==> config.mk <==
export PLATFORM = sky130hd
export DESIGN_NAME = ray_scheduler
export DESIGN_NICKNAME = d
export VERILOG_FILES = /design/src/rtl/rt_pkg.sv /design/src/rtl/coord_fifo.sv /design/src/rtl/ray_scheduler.sv
export SDC_FILE = /design/constraint.sdc
export NUM_CORES = 1
export LEC_CHECK = 0
export ABC_AREA = 1
export BUFFER_PORTS_ARGS = -buffer_cell sky130_fd_sc_hd__buf_2
export CAP_MARGIN = 25
export CORE_ASPECT_RATIO = 1.4
export CORE_MARGIN = 10
export CORE_UTILIZATION = 40
export CTS_CLUSTER_SIZE = 12
export DETAILED_ROUTE_END_ITERATION = 6
export PLACE_DENSITY = 0.69
export RECOVER_POWER = 50
export SLEW_MARGIN = 5
export SYNTH_ARGS = -nofsm -noshare
export SYNTH_HDL_FRONTEND = slang
export SYNTH_HIERARCHICAL = 1
export SYNTH_SLANG_ARGS = --single-unit
export TNS_END_PERCENT = 20
==> constraint.sdc <==
create_clock -name Clk -period 4.2 [get_ports Clk]
set_input_delay 0.42 -clock Clk [delete_from_list [all_inputs] [get_ports Clk]]
set_output_delay 0.42 -clock Clk [all_outputs]
set_load 0.05 [all_outputs]
==> src/rtl/rt_pkg.sv <==
// rtl/rt_pkg.sv - shared ray-tracing types and frame constants
package rt_pkg;

    localparam int          H_RES  = 640;
    localparam int          V_RES  = 480;
    localparam logic [63:0] T_MISS = 64'hEFFF_FFFF_FFFF_FFFF;

    typedef logic signed [63:0] fixed_real;

    typedef struct packed {
        fixed_real x;
        fixed_real y;
        fixed_real z;
    } vector;

    typedef struct packed {
        logic [7:0] r;
        logic [7:0] g;
        logic [7:0] b;
    } color;

    typedef struct packed {
        logic [9:0] x;
        logic [9:0] y;
    } pix_coord_t;

endpackage

==> src/rtl/coord_fifo.sv <==
// rtl/coord_fifo.sv - in-order pixel coordinate FIFO for rays in flight
module coord_fifo
    import rt_pkg::*;
#(
    parameter int DEPTH = 8
) (
    input  logic       Clk,
    input  logic       Reset_n,
    input  logic       push,
    input  logic       pop,
    input  pix_coord_t din,
    output pix_coord_t dout,
    output logic       full,
    output logic       empty
);

    localparam int AW = $clog2(DEPTH);

    pix_coord_t      mem [DEPTH];
    logic [AW-1:0]   wr_ptr;
    logic [AW-1:0]   rd_ptr;
    logic [AW:0]     count;
    logic            wr_en;
    logic            rd_en;

    assign full  = (count == (AW+1)'(DEPTH));
    assign empty = (count == '0);
    assign dout  = mem[rd_ptr];

    // A full FIFO may still take a push when the head leaves in the same cycle.
    assign wr_en = push && (!full || pop);
    assign rd_en = pop && !empty;

    always_ff @(posedge Clk) begin
        if (!Reset_n) begin
            wr_ptr <= '0;
            rd_ptr <= '0;
            count  <= '0;
        end else begin
            if (wr_en) wr_ptr <= wr_ptr + AW'(1);
            if (rd_en) rd_ptr <= rd_ptr + AW'(1);
            if (wr_en && !rd_en)      count <= count + (AW+1)'(1);
            else if (!wr_en && rd_en) count <= count - (AW+1)'(1);
        end
    end

    always_ff @(posedge Clk) begin
        if (wr_en) mem[wr_ptr] <= din;
    end

endmodule

==> src/rtl/ray_scheduler.sv <==
// rtl/ray_scheduler.sv - frame sequencer issuing one ray per pixel and re-tagging results
module ray_scheduler #(
    parameter int H_RES           = rt_pkg::H_RES,
    parameter int V_RES           = rt_pkg::V_RES,
    parameter int MAX_OUTSTANDING = 8
) (
    input  logic        Clk,
    input  logic        Reset_n,
    input  logic        frame_clk,
    output logic        req_valid,
    input  logic        req_ready,
    output logic [9:0]  req_x,
    output logic [9:0]  req_y,
    input  logic        res_valid,
    input  logic [1:0]  res_index,
    input  logic [63:0] res_t,
    output logic        WritePixel,
    output logic [9:0]  WriteX,
    output logic [9:0]  WriteY,
    output logic [1:0]  best_out,
    output logic [63:0] tbest_out,
    output logic        busy,
    output logic        frame_done,
    output logic        overrun,
    output logic        stray_err
);

    import rt_pkg::pix_coord_t;

    typedef enum logic [1:0] {IDLE, ISSUE, DRAIN} state_t;

    localparam logic [9:0] X_LAST = 10'(H_RES - 1);
    localparam logic [9:0] Y_LAST = 10'(V_RES - 1);

    state_t     state, state_next;
    logic       old_frame_clk;
    logic       frame_rise;
    logic [9:0] x_cnt, y_cnt;
    logic       fifo_full, fifo_empty;
    logic       push, pop, last_pixel;
    pix_coord_t fifo_din, fifo_dout;

    assign fifo_din = '{x: x_cnt, y: y_cnt};
    assign req_x    = x_cnt;
    assign req_y    = y_cnt;
    assign busy     = (state != IDLE);

    coord_fifo #(.DEPTH(MAX_OUTSTANDING)) u_coord_fifo (
        .Clk     (Clk),
        .Reset_n (Reset_n),
        .push    (push),
        .pop     (pop),
        .din     (fifo_din),
        .dout    (fifo_dout),
        .full    (fifo_full),
        .empty   (fifo_empty)
    );

    always_comb begin
        frame_rise = frame_clk & ~old_frame_clk;
        req_valid  = (state == ISSUE) && !fifo_full;
        push       = req_valid && req_ready;
        pop        = res_valid && !fifo_empty;
        last_pixel = (x_cnt == X_LAST) && (y_cnt == Y_LAST);
        // The last pop empties the FIFO; its write-back lands in the same cycle as this.
        frame_done = (state == DRAIN) && fifo_empty;
        state_next = state;
        case (state)
            IDLE:    if (frame_rise)         state_next = ISSUE;
            ISSUE:   if (push && last_pixel) state_next = DRAIN;
            DRAIN:   if (fifo_empty)         state_next = IDLE;
            default:                         state_next = IDLE;
        endcase
    end

    always_ff @(posedge Clk) begin
        if (!Reset_n) begin
            state         <= IDLE;
            old_frame_clk <= 1'b0;
            x_cnt         <= '0;
            y_cnt         <= '0;
            WritePixel    <= 1'b0;
            WriteX        <= '0;
            WriteY        <= '0;
            best_out      <= '0;
            tbest_out     <= '0;
            overrun       <= 1'b0;
            stray_err     <= 1'b0;
        end else begin
            state         <= state_next;
            old_frame_clk <= frame_clk;
            if (state == IDLE && frame_rise) begin
                x_cnt <= '0;
                y_cnt <= '0;
            end else if (push) begin
                if (x_cnt == X_LAST) begin
                    x_cnt <= '0;
                    y_cnt <= (y_cnt == Y_LAST) ? '0 : y_cnt + 10'd1;
                end else begin
                    x_cnt <= x_cnt + 10'd1;
                end
            end
            WritePixel <= pop;
            if (pop) begin
                WriteX    <= fifo_dout.x;
                WriteY    <= fifo_dout.y;
                best_out  <= res_index;
                tbest_out <= res_t;
            end
            overrun <= frame_rise && (state != IDLE);
            if (res_valid && fifo_empty) stray_err <= 1'b1;
        end
    end

endmodule

==> results of run 1 <==
==> cell usage after synthesis, drive strengths merged, types with 6 or more instances <==
cell / instances
nand4: 13
nand2: 155
inv: 50
dfxtp: 125
edfxtp: 160
o21ai: 192
nor3: 6
nor2: 373
nand3: 22
ha: 7
a21oi: 20
buf: 35
xor2: 6
clkbuf: 24
==> report_power, final <==
group / internal (mW) / switching, mW / leakage [nW]
Combinational: 0.817 / 2.92 / 2.20
Clock: 1.35 / 0.959 / 0.412
Sequential: 3.37 / 0.234 / 2.40
Total: 5.54 / 4.11 / 5.01
==> area by class of cell <==
type / count / area (sq um)
flip-flops and latches: 285 / 7310
multi-input cells: 802 / 3540
clock buffers: 50 / 847
inverters: 50 / 195
well taps: 375 / 469
fillers: 2655 / 15100
repair buffers: 197 / 892
clock inverters: 1 / 5.00
==> worst min path at each step <==
stage                                to  slack [ns]  cells past startpoint
after floorplan                 overrun        0.39                      1
after global placement          overrun        0.40                      1
after detailed placement        overrun        0.42                      1
after CTS                 old_frame_clk         0.1                      3
after global routing      tbest_out[35]        0.13                      3
final                     old_frame_clk        0.11                      3
==> cell families after synthesis <==
family | Yosys count | synth area share [%]
flops | 285 | 63.9
fa+ha+maj | 8 | 0.941
xor+xnor | 7 | 0.536
compound gates | 214 | 9.45
simple gates | 573 | 20.4
buf+inv | 109 | 4.79
==> critical path, delay by kind of cell, from the launching register on <==
family,cells,cell delay (ns)
fa+ha+maj,2,0.50
flops,1,0.36
simple gates,9,1.15
buf+inv,7,0.53
==> cell usage in the layout, fill, tap and decap left out, types with 3 or more instances in the layout <==
cell type | netlist | routed
nand2_1 | 151 | 154
nor3_1 | 5 | 5
inv_1 | 43 | 45
clkbuf_1 | 24 | 118
clkbuf_16 | 0 | 30
buf_4 | 3 | 13
nand4_1 | 13 | 13
dfxtp_1 | 125 | 123
xor2_1 | 6 | 6
o21ai_1 | 82 | 82
nand3_1 | 21 | 22
inv_2 | 5 | 3
nor2_2 | 1 | 4
buf_2 | 18 | 82
nor2_1 | 369 | 367
a21oi_1 | 20 | 20
edfxtp_1 | 160 | 160
ha_1 | 7 | 7
o21ai_0 | 109 | 109
==> flip-flops by register name, indices dropped and copies added, names as in the netlist, named ones only <==
register,cells
WritePixel,1
WriteX,10
WriteY,10
best_out,2
old_frame_clk,1
overrun,1
req_x,10
req_y,10
state,2
stray_err,1
tbest_out,64
u_coord_fifo/count,4
u_coord_fifo/mem,160
u_coord_fifo/rd_ptr,3
u_coord_fifo/wr_ptr,3
==> through the flow <==
stage | worst slack [ns] | instance area, sq um | utilization (%) | power (mW) | hold slack [ns]
2_1_floorplan | 1.24 | 11400 | - | 6.75 | 0.391
3_3_place_gp | 1.15 | 12600 | 44.4 | 7.46 | 0.400
3_5_place_dp | 1.61 | 12600 | 44.4 | 7.55 | 0.416
4_1_cts | 1.59 | 13400 | 47.5 | 9.86 | 0.0956
5_1_grt | 1.30 | 13300 | 46.8 | 10.3 | 0.131
6_report | 1.55 | 13300 | 46.8 | 9.66 | 0.113
==> layer usage <==
layer,GRT usage [%],vias to the layer above,share of wire [%]
met5,0,-,0
met2,26.4,235,52
met1,15.5,4029,39
li1,-,4306,-
met3,2.52,49,5.9
met4,5.27,0,2.4
==> summary.txt, run 1 <==
Run status
  • Status: finished with violations
  • Violated checks: capacitance limit, slew limit

Placed design
  • Post-DP HPWL: 17.4 mm
  • Cell count after placement: 1,709
  • IO buf count: 182
  • GP Congestion: 0.804

Worst setup path
  • Crit Reg-Reg Endpoint: u_coord_fifo/count[3]
  • Crit path kind: reg -> reg
  • Worst setup endpoint: u_coord_fifo/count[3]
  • Max incr delay on CP: 0.36 ns
  • Worst setup path startpoint: u_coord_fifo/count[1]
  • Reg2reg start: u_coord_fifo/count[1]
  • Crit start category: flip-flop
  • Reg-to-reg slack, setup: 1.55 ns
  • Worst path slowest cell: dfxtp_1
  • CP endpoint kind: flip-flop
  • WP data arrival: 3.08 ns
  • Critical path cell sequence: nor2_1, nand3_1, inv_1, inv_1, nand2_1, inv_1, inv_1, nand3_1, nand2_1, inv_1, ha_1, inv_1, ha_1, or2_2, nand3_1, nand3_1, nand2_1, inv_1
  • FF-to-FF path depth: 18
  • Most Frequent Cell on Critical Path: inv_1
  • CP Max Fanout: 5
  • Worst endpoint required time: 4.63 ns

Logic synthesis
  • Largest area contributor in the netlist: edfxtp_1
  • Cells after Synth: 1,196
  • Syn Nets: 1,275
  • Synth warn: 6
  • Synth Flop Type: edfxtp_1
  • Unique masters post-synth: 35
  • Asr flop ratio synth: 0%
  • Seq cells post-synth: 285
  • Syn Area/Cell: 9.56 sq um
  • EDFF count, synth: 160
  • Post-synthesis cell area: 11,400 sq um
  • Register area share after synthesis: 63.9%
  • Yosys top cell area share: 42.0%
  • Synth top area cells: edfxtp_1 42%, dfxtp_1 22%, nor2_1 12%, nand2_1 5.0%, o21ai_0 4.8%

Finish
  • Nets: 1,443
  • Finished Layout Cells: 1,760
  • Area added between synthesis and finish: 16.0%
  • Share of cells above drive strength 1: 10.6%
  • # diodes: 0

Clocking
  • Clock sink count: 285
  • Root buf cell: clkbuf_16
  • CTS buffer count: 28
  • Cts hold-fix bufs: 0
  • CTS clock-pin slew for the worst setup and hold paths: 0.06 ns
  • Post-CTS Setup Inserts: 0
  • CTS resizes: 0
  • H-tree depth: 1
  • Clk_lat worst skew: 0.53 ns
  • Clock buffer depth: 3
  • CTS tree: built

Die
  • Die area: 35,800 sq um
  • Die Ht: 220 um
  • Initial Util: 40.4%
  • Die Wd: 163 um
  • Rows: 73
  • IO Pins: 183
  • Core area: 28,300 sq um

Pwr
  • VDD IR-drop max: 373 uV
  • Leakage: 5.01 nW
  • Power Density: 728 nW/um^2

Route
  • Routed wire length: 27.1 mm
  • DRC errors left: 0
  • Vias: 8,619
  • 1st-iter DRT viols: 799
  • DR vias/cell: 4.90
  • DR WL/cell: 15.4 um
  • Post-DRT Antenna Nets: 0
  • Drt pass-1 iters: 5

STA
  • RSZ-0062 raised after global routing: no
  • Max-slew violation count: 88
  • Setup Viol. Count Final: 0
  • Final Cycle Share: 63.1%
  • Achievable clock frequency: 377 MHz
  • Skew final: 0.0141 ns
  • Slew headroom: -1.19%
  • Post-Route Setup TNS: 0 ns
  • Worst-margin pin slew: 1.52 ns
  • Final Hold Fails: 0
  • Min cycle time layout: 2.65 ns

Global routing
  • Vias in the first global route: 8,233
  • GRT overflow: 0
  • First-pass GRT wire length: 41.8 mm
  • Total Routing Usage GR: 14.1%
  • Initial antenna violation count: 0
  • Largest net degree at the start of global routing: 95

Run
  • MaxCap Viol Count: 1

Min path
  • Worst Hold Class: in -> reg
  • Hold Startpoint: frame_clk
Power figures use the tool's default switching activity.
==> run 2: changes to the inputs <==
clock period = 2.8 ns   (was 4.2 ns; I/O delays follow)
==> run 2 against run 1 <==
The flow now finishes without violations. Final cell count up 3.9%. Largest power group unchanged. Sequential power increased by 50%. Via count rose by 3.2%. Largest cell class unchanged. Core utilization increased by 2.2 points. Clock power rose by 49%. Total power increased by 51%. Global-route usage up 0.98 points.
==> summary.txt, run 2 (synthesis gave the netlist of run 1 again) <==
Run status
  • Status: finished clean

Finish
  • Share of cells above drive strength 1: 10.8%
  • Biggest register: u_coord_fifo/mem
  • Finished Layout Cells: 1,828
  • Nets: 1,512
  • FILL cells: 2,599
  • Biggest regs: u_coord_fifo/mem x160, tbest_out x64
  • Area added between synthesis and finish: 21.5%
  • Multi-input gate area: 3560 sq um
  • FF/Latch Area: 7310 sq um
  • Commonest non-fill, non-tap cells in the layout: 367 x nor2_1, 160 x edfxtp_1, 151 x nand2_1
  • Leading cell type in the layout, fill and taps excluded: nor2_1
  • # diodes: 0
  • Max reg flops: 160

Route
  • Vias: 8,895
  • DR vias/cell: 4.87
  • Drt pass-1 iters: 5
  • DRC errors left: 0
  • Routed wire length: 28.2 mm
  • 1st-iter DRT viols: 777
  • DR WL/cell: 15.4 um
  • Post-DRT Antenna Nets: 0

Die
  • Die area: 35,800 sq um
  • Rows: 73
  • Initial Util: 40.4%
  • Core area: 28,300 sq um
  • IO Pins: 183
  • Die Ht: 220 um
  • Die Wd: 163 um

Global routing
  • Total Routing Usage GR: 15.1%
  • Vias in the first global route: 8,760
  • Largest net degree at the start of global routing: 88
  • First-pass GRT wire length: 44.8 mm
  • GRT overflow: 0
  • Initial antenna violation count: 0

STA
  • Final Hold Fails: 0
  • Skew final: 0.0205 ns
  • Max-slew violation count: 0
  • Final Cycle Share: 91.3%
  • RSZ-0062 raised after global routing: no
  • Setup Viol. Count Final: 0
  • Slew headroom: 38.4%
  • Achievable clock frequency: 391 MHz
  • Min cycle time layout: 2.56 ns
  • Worst-margin pin slew: 0.924 ns

Pwr
  • VDD IR-drop max: 425 uV
  • Leakage: 5.27 nW
  • Power Density: 1050 nW/um^2
  • Total design power: 14.6 mW

Clocking
  • H-tree depth: 1
  • CTS buffer count: 28
  • CTS clock-pin slew for the worst setup and hold paths: 0.06 ns
  • Clk_lat worst skew: 0.55 ns
  • Post-CTS Setup Inserts: 0
  • Clock sink count: 285
  • Clock buffer depth: 3
  • CTS tree: built
  • Root buf cell: clkbuf_16

Min path
  • Worst Hold Class: in -> reg
  • Hold path depth: 3
  • Worst hold endpoint: tbest_out[42]
  • Hold Startpoint: res_t[42]

Worst setup path
  • Reg-to-reg slack, setup: 0.24 ns
  • Crit start category: flip-flop
  • Worst path slowest cell: dfxtp_1
  • Crit path kind: reg -> reg
  • Critical path cell sequence: nor2_1, nand3_1, inv_1, inv_2, nand2_2, inv_2, inv_1, nand3_1, nand2_1, inv_1, ha_1, inv_2, ha_1, or2_2, nand3_1, nand3_1, nand2_1, inv_1
  • CP Max Fanout: 5
  • Crit Reg-Reg Endpoint: u_coord_fifo/count[3]
  • WP data arrival: 3.01 ns
  • CP endpoint kind: flip-flop
  • Reg2reg start: u_coord_fifo/count[1]
  • Cell family with most CP delay: simple AND/OR/NAND/NOR gates
  • Worst Path Buf+Inv: 7
  • FF-to-FF path depth: 18
  • Worst endpoint required time: 3.25 ns
  • Max incr delay on CP: 0.43 ns

Placed design
  • Cell count after placement: 1,722
  • Post-DP HPWL: 18.0 mm
  • GP Congestion: 0.802
  • IO buf count: 182

Run
  • MaxCap Viol Count: 0
-- run 2: cell count changes in the layout (fill, tap and decap cells not counted), sizes merged --
cell,change
dlygate4sd3,+56
buf,+5
clkbuf,+6
inv,+1
-- run 2: what timing repair did --
item	in CTS	in global routing
endpoints found under the setup margin	0	1
endpoints found under the hold margin	57	0
hold buffers	56	0
gates resized for setup	0	1
-- run 2: where the power goes --
part           leakage, nW  switching, mW  internal, mW
sequential            2.40          0.362          5.06
combinational         2.47           4.41          1.31
clock                0.401           1.48          1.96
total                 5.27           6.25          8.33
-- run 2: worst reg2reg max path, stage by stage (launching register included) --
cell and delay (ns):
dfxtp_1 0.43, nor2_1 0.10, nand3_1 0.12, inv_1 0.08, inv_2 0.07, nand2_2 0.06, inv_2 0.06, inv_1 0.04
nand3_1 0.14, nand2_1 0.09, inv_1 0.13, ha_1 0.20, inv_2 0.07, ha_1 0.31, or2_2 0.32, nand3_1 0.09
nand3_1 0.08, nand2_1 0.06, inv_1 0.03
-- run 2: worst max-delay path by stage --
stage / end / start / slack (ns) / cells after the start
detailed placement: u_coord_fifo/count[3] / u_coord_fifo/count[1] / 0.24 / 18
floorplan: u_coord_fifo/mem[0][0] / u_coord_fifo/count[0] / -0.16 / 13
CTS: u_coord_fifo/count[3] / u_coord_fifo/count[1] / 0.22 / 18
finish: u_coord_fifo/count[3] / u_coord_fifo/count[1] / 0.24 / 18
global route: u_coord_fifo/count[3] / u_coord_fifo/count[1] / 0.0006 / 18
global placement: u_coord_fifo/count[3] / u_coord_fifo/count[1] / 0.30 / 18
-- run 2: metrics by stage --
stage	setup TNS (ns)	hold slack, ns	util, %	worst slack (ns)	cell area, sq um
after floorplan	-17.68	0.391	-	-0.163	11400
after global placement	0	0.403	44.8	0.300	12700
after detailed placement	0	0.416	44.8	0.239	12700
after CTS	0	0.00000183	49.7	0.223	14100
after global routing	0	0.0265	49.0	0.000573	13900
final	0	0.0160	49.0	0.244	13900
-- run 2: final cells by class --
type / count / area share [%]
Sequential cell: 285 / 52.6
Clock inverter: 2 / 0.0811
Timing Repair Buffer: 266 / 11.0
Inverter: 50 / 1.41
Tap cell: 375 / 3.38
Clock buffer: 48 / 5.87
Multi-Input combinational cell: 802 / 25.7
-- run 2: routing by layer --
layer	part of all wire [%]	wire [um]	up-vias	GRT usage, %
li1	-	-	4436	-
met1	40	11400	4173	17.3
met2	51	14400	238	27.4
met3	5.9	1670	48	2.65
met4	2.4	690	0	5.57
met5	0	0	-	0
==> run 3: changes to the inputs <==
REMOVE_ABC_BUFFERS = 1   (was not set)
==> run 3 against run 2 <==
Via count rose by 1.5%. Largest cell class unchanged. Register-to-register slack worse by 0.08 ns. Sequential cell count stayed put. Wire length grew 4.3%. Core utilization increased by 0.35 points. First-iteration DRC count is 2.1% higher. Count of clock-buffer cells in the layout increased by 2.
==> summary.txt, run 3 (synthesis gave the netlist of run 1 again) <==
Run status
  • Status: finished clean

Clocking
  • CTS buffer count: 28
  • Root buf cell: clkbuf_16
  • CTS tree: built
  • Clock buffer depth: 3
  • Clock sink count: 285
  • CTS resizes: 0
  • CTS clock-pin slew for the worst setup and hold paths: 0.06 ns
  • Post-CTS Setup Inserts: 0
  • H-tree depth: 1
  • Clk_lat worst skew: 0.55 ns

STA
  • Skew final: 0.0113 ns
  • Slew headroom: 31.1%
  • Final Hold Fails: 0
  • Final Cycle Share: 94.1%
  • Fin Hold WS: 0.0170 ns
  • Min cycle time layout: 2.63 ns
  • Post-route worst setup slack: 0.166 ns
  • Worst-margin pin slew: 1.03 ns
  • Max-slew violation count: 0
  • Post-Route Setup TNS: 0 ns
  • Setup Viol. Count Final: 0
  • Achievable clock frequency: 380 MHz
  • RSZ-0062 raised after global routing: no

Finish
  • Share of cells above drive strength 1: 11.1%
  • Biggest regs: u_coord_fifo/mem x160, tbest_out x64
  • Nets: 1,522
  • Biggest register: u_coord_fifo/mem
  • Commonest non-fill, non-tap cells in the layout: 363 x nor2_1, 160 x edfxtp_1, 153 x nand2_1
  • Multi-input gate area: 3560 sq um
  • FILL cells: 2,637
  • Area added between synthesis and finish: 22.3%
  • Final instance area: 14,000 sq um
  • Max reg flops: 160
  • Leading cell type in the layout, fill and taps excluded: nor2_1
  • FF/Latch Area: 7310 sq um
  • # diodes: 0

Worst setup path
  • Worst path slowest cell: dfxtp_1
  • Crit path kind: reg -> reg
  • Critical path cell sequence: nor2_1, nand3_1, inv_1, inv_2, nand2_2, inv_2, inv_1, nand3_1, nand2_1, inv_1, ha_1, inv_1, ha_1, or2_2, nand3_1, nand3_1, nand2_1, inv_1
  • Crit start category: flip-flop
  • WP data arrival: 3.07 ns
  • CP Max Fanout: 5
  • Worst Path Buf+Inv: 7
  • Most Frequent Cell on Critical Path: inv_1
  • CP endpoint kind: flip-flop
  • Max incr delay on CP: 0.37 ns
  • Worst endpoint required time: 3.24 ns
  • Cell family with most CP delay: simple AND/OR/NAND/NOR gates

Die
  • Die area: 35,800 sq um
  • Core area: 28,300 sq um
  • Initial Util: 40.4%
  • IO Pins: 183
  • Die Wd: 163 um
  • Die Ht: 220 um
  • Rows: 73

Route
  • Routed wire length: 29.4 mm
  • DR WL/cell: 16.0 um
  • 1st-iter DRT viols: 793
  • Drt pass-1 iters: 5
  • DR vias/cell: 4.91
  • Post-DRT Antenna Nets: 0
  • DRC errors left: 0
  • Vias: 9,026

Pwr
  • VDD IR-drop max: 1030 uV
  • Power Density: 1050 nW/um^2
  • Leakage: 5.31 nW

Global routing
  • Initial antenna violation count: 0
  • GRT overflow: 0
  • First-pass GRT wire length: 46.0 mm
  • Total Routing Usage GR: 15.8%
  • Largest net degree at the start of global routing: 88
  • Vias in the first global route: 8,929

Min path
  • Worst Hold Class: in -> reg

Placed design
  • Placed Area: 12,800 sq um
  • Setup WS pre-CTS: 0.214 ns
  • GP Congestion: 0.803
  • Post-DP HPWL: 18.3 mm
  • IO buf count: 182

Run
  • MaxCap Viol Count: 0
-- run 3: cell types whose count changed in the layout (fill, tap and decap cells not counted), sizes merged --
cell,delta
buf,+2
clkbuf,+7
inv,-1
clkinv,+1
dlygate4sd3,+3
-- run 3: final timing paths --
kind                          from  depth (start not counted)               endpoint  slack, ns
max          u_coord_fifo/count[0]                         18  u_coord_fifo/count[3]       0.17
min                      res_t[10]                          3          tbest_out[10]       0.02
max reg2reg  u_coord_fifo/count[0]                         18  u_coord_fifo/count[3]       0.17
min reg2reg          old_frame_clk                          1                overrun       0.41
-- run 3: report_power, final --
group	leakage, nW	internal [mW]	switching [mW]
registers	2.40	5.06	0.386
clock network	0.414	2.02	1.48
logic	2.50	1.31	4.43
total	5.31	8.39	6.29
-- run 3: through the flow --
step	power (mW)	std cells	util, %
after CTS	15.0	1840	50.2
final	14.7	1840	49.4
after floorplan	9.80	1137	-
after detailed placement	11.4	1729	45.1
after global placement	11.3	1729	45.1
after global routing	15.6	1840	49.4
-- run 3: area by class of cell --
cell class                      count  area share [%]
Tap cell                          375            3.36
Multi-Input combinational cell    802            25.4
Sequential cell                   285            52.3
Clock buffer                       50            6.04
Timing Repair Buffer              276            11.4
Inverter                           50            1.40
Clock inverter                      2          0.0716
-- run 3: timing repair --
item                                    CTS  global route
endpoints found under the hold margin    60             0
endpoints found under the setup margin    0             0
hold buffers                             59             0
-- run 3: layer usage --
metal  up-vias  GRT usage, %  share of wire (%)
met1      4216          17.8                 40
met5         -             0                  0
met2       281          28.5                 51
li1       4469             -                  -
met4         0          7.08                2.9
met3        60          2.71                5.9
-- run 3: worst min-delay path, cell delays in order --
cell and delay (ns):
buf_2 0.07, o21ai_0 0.08, nor2_1 0.09
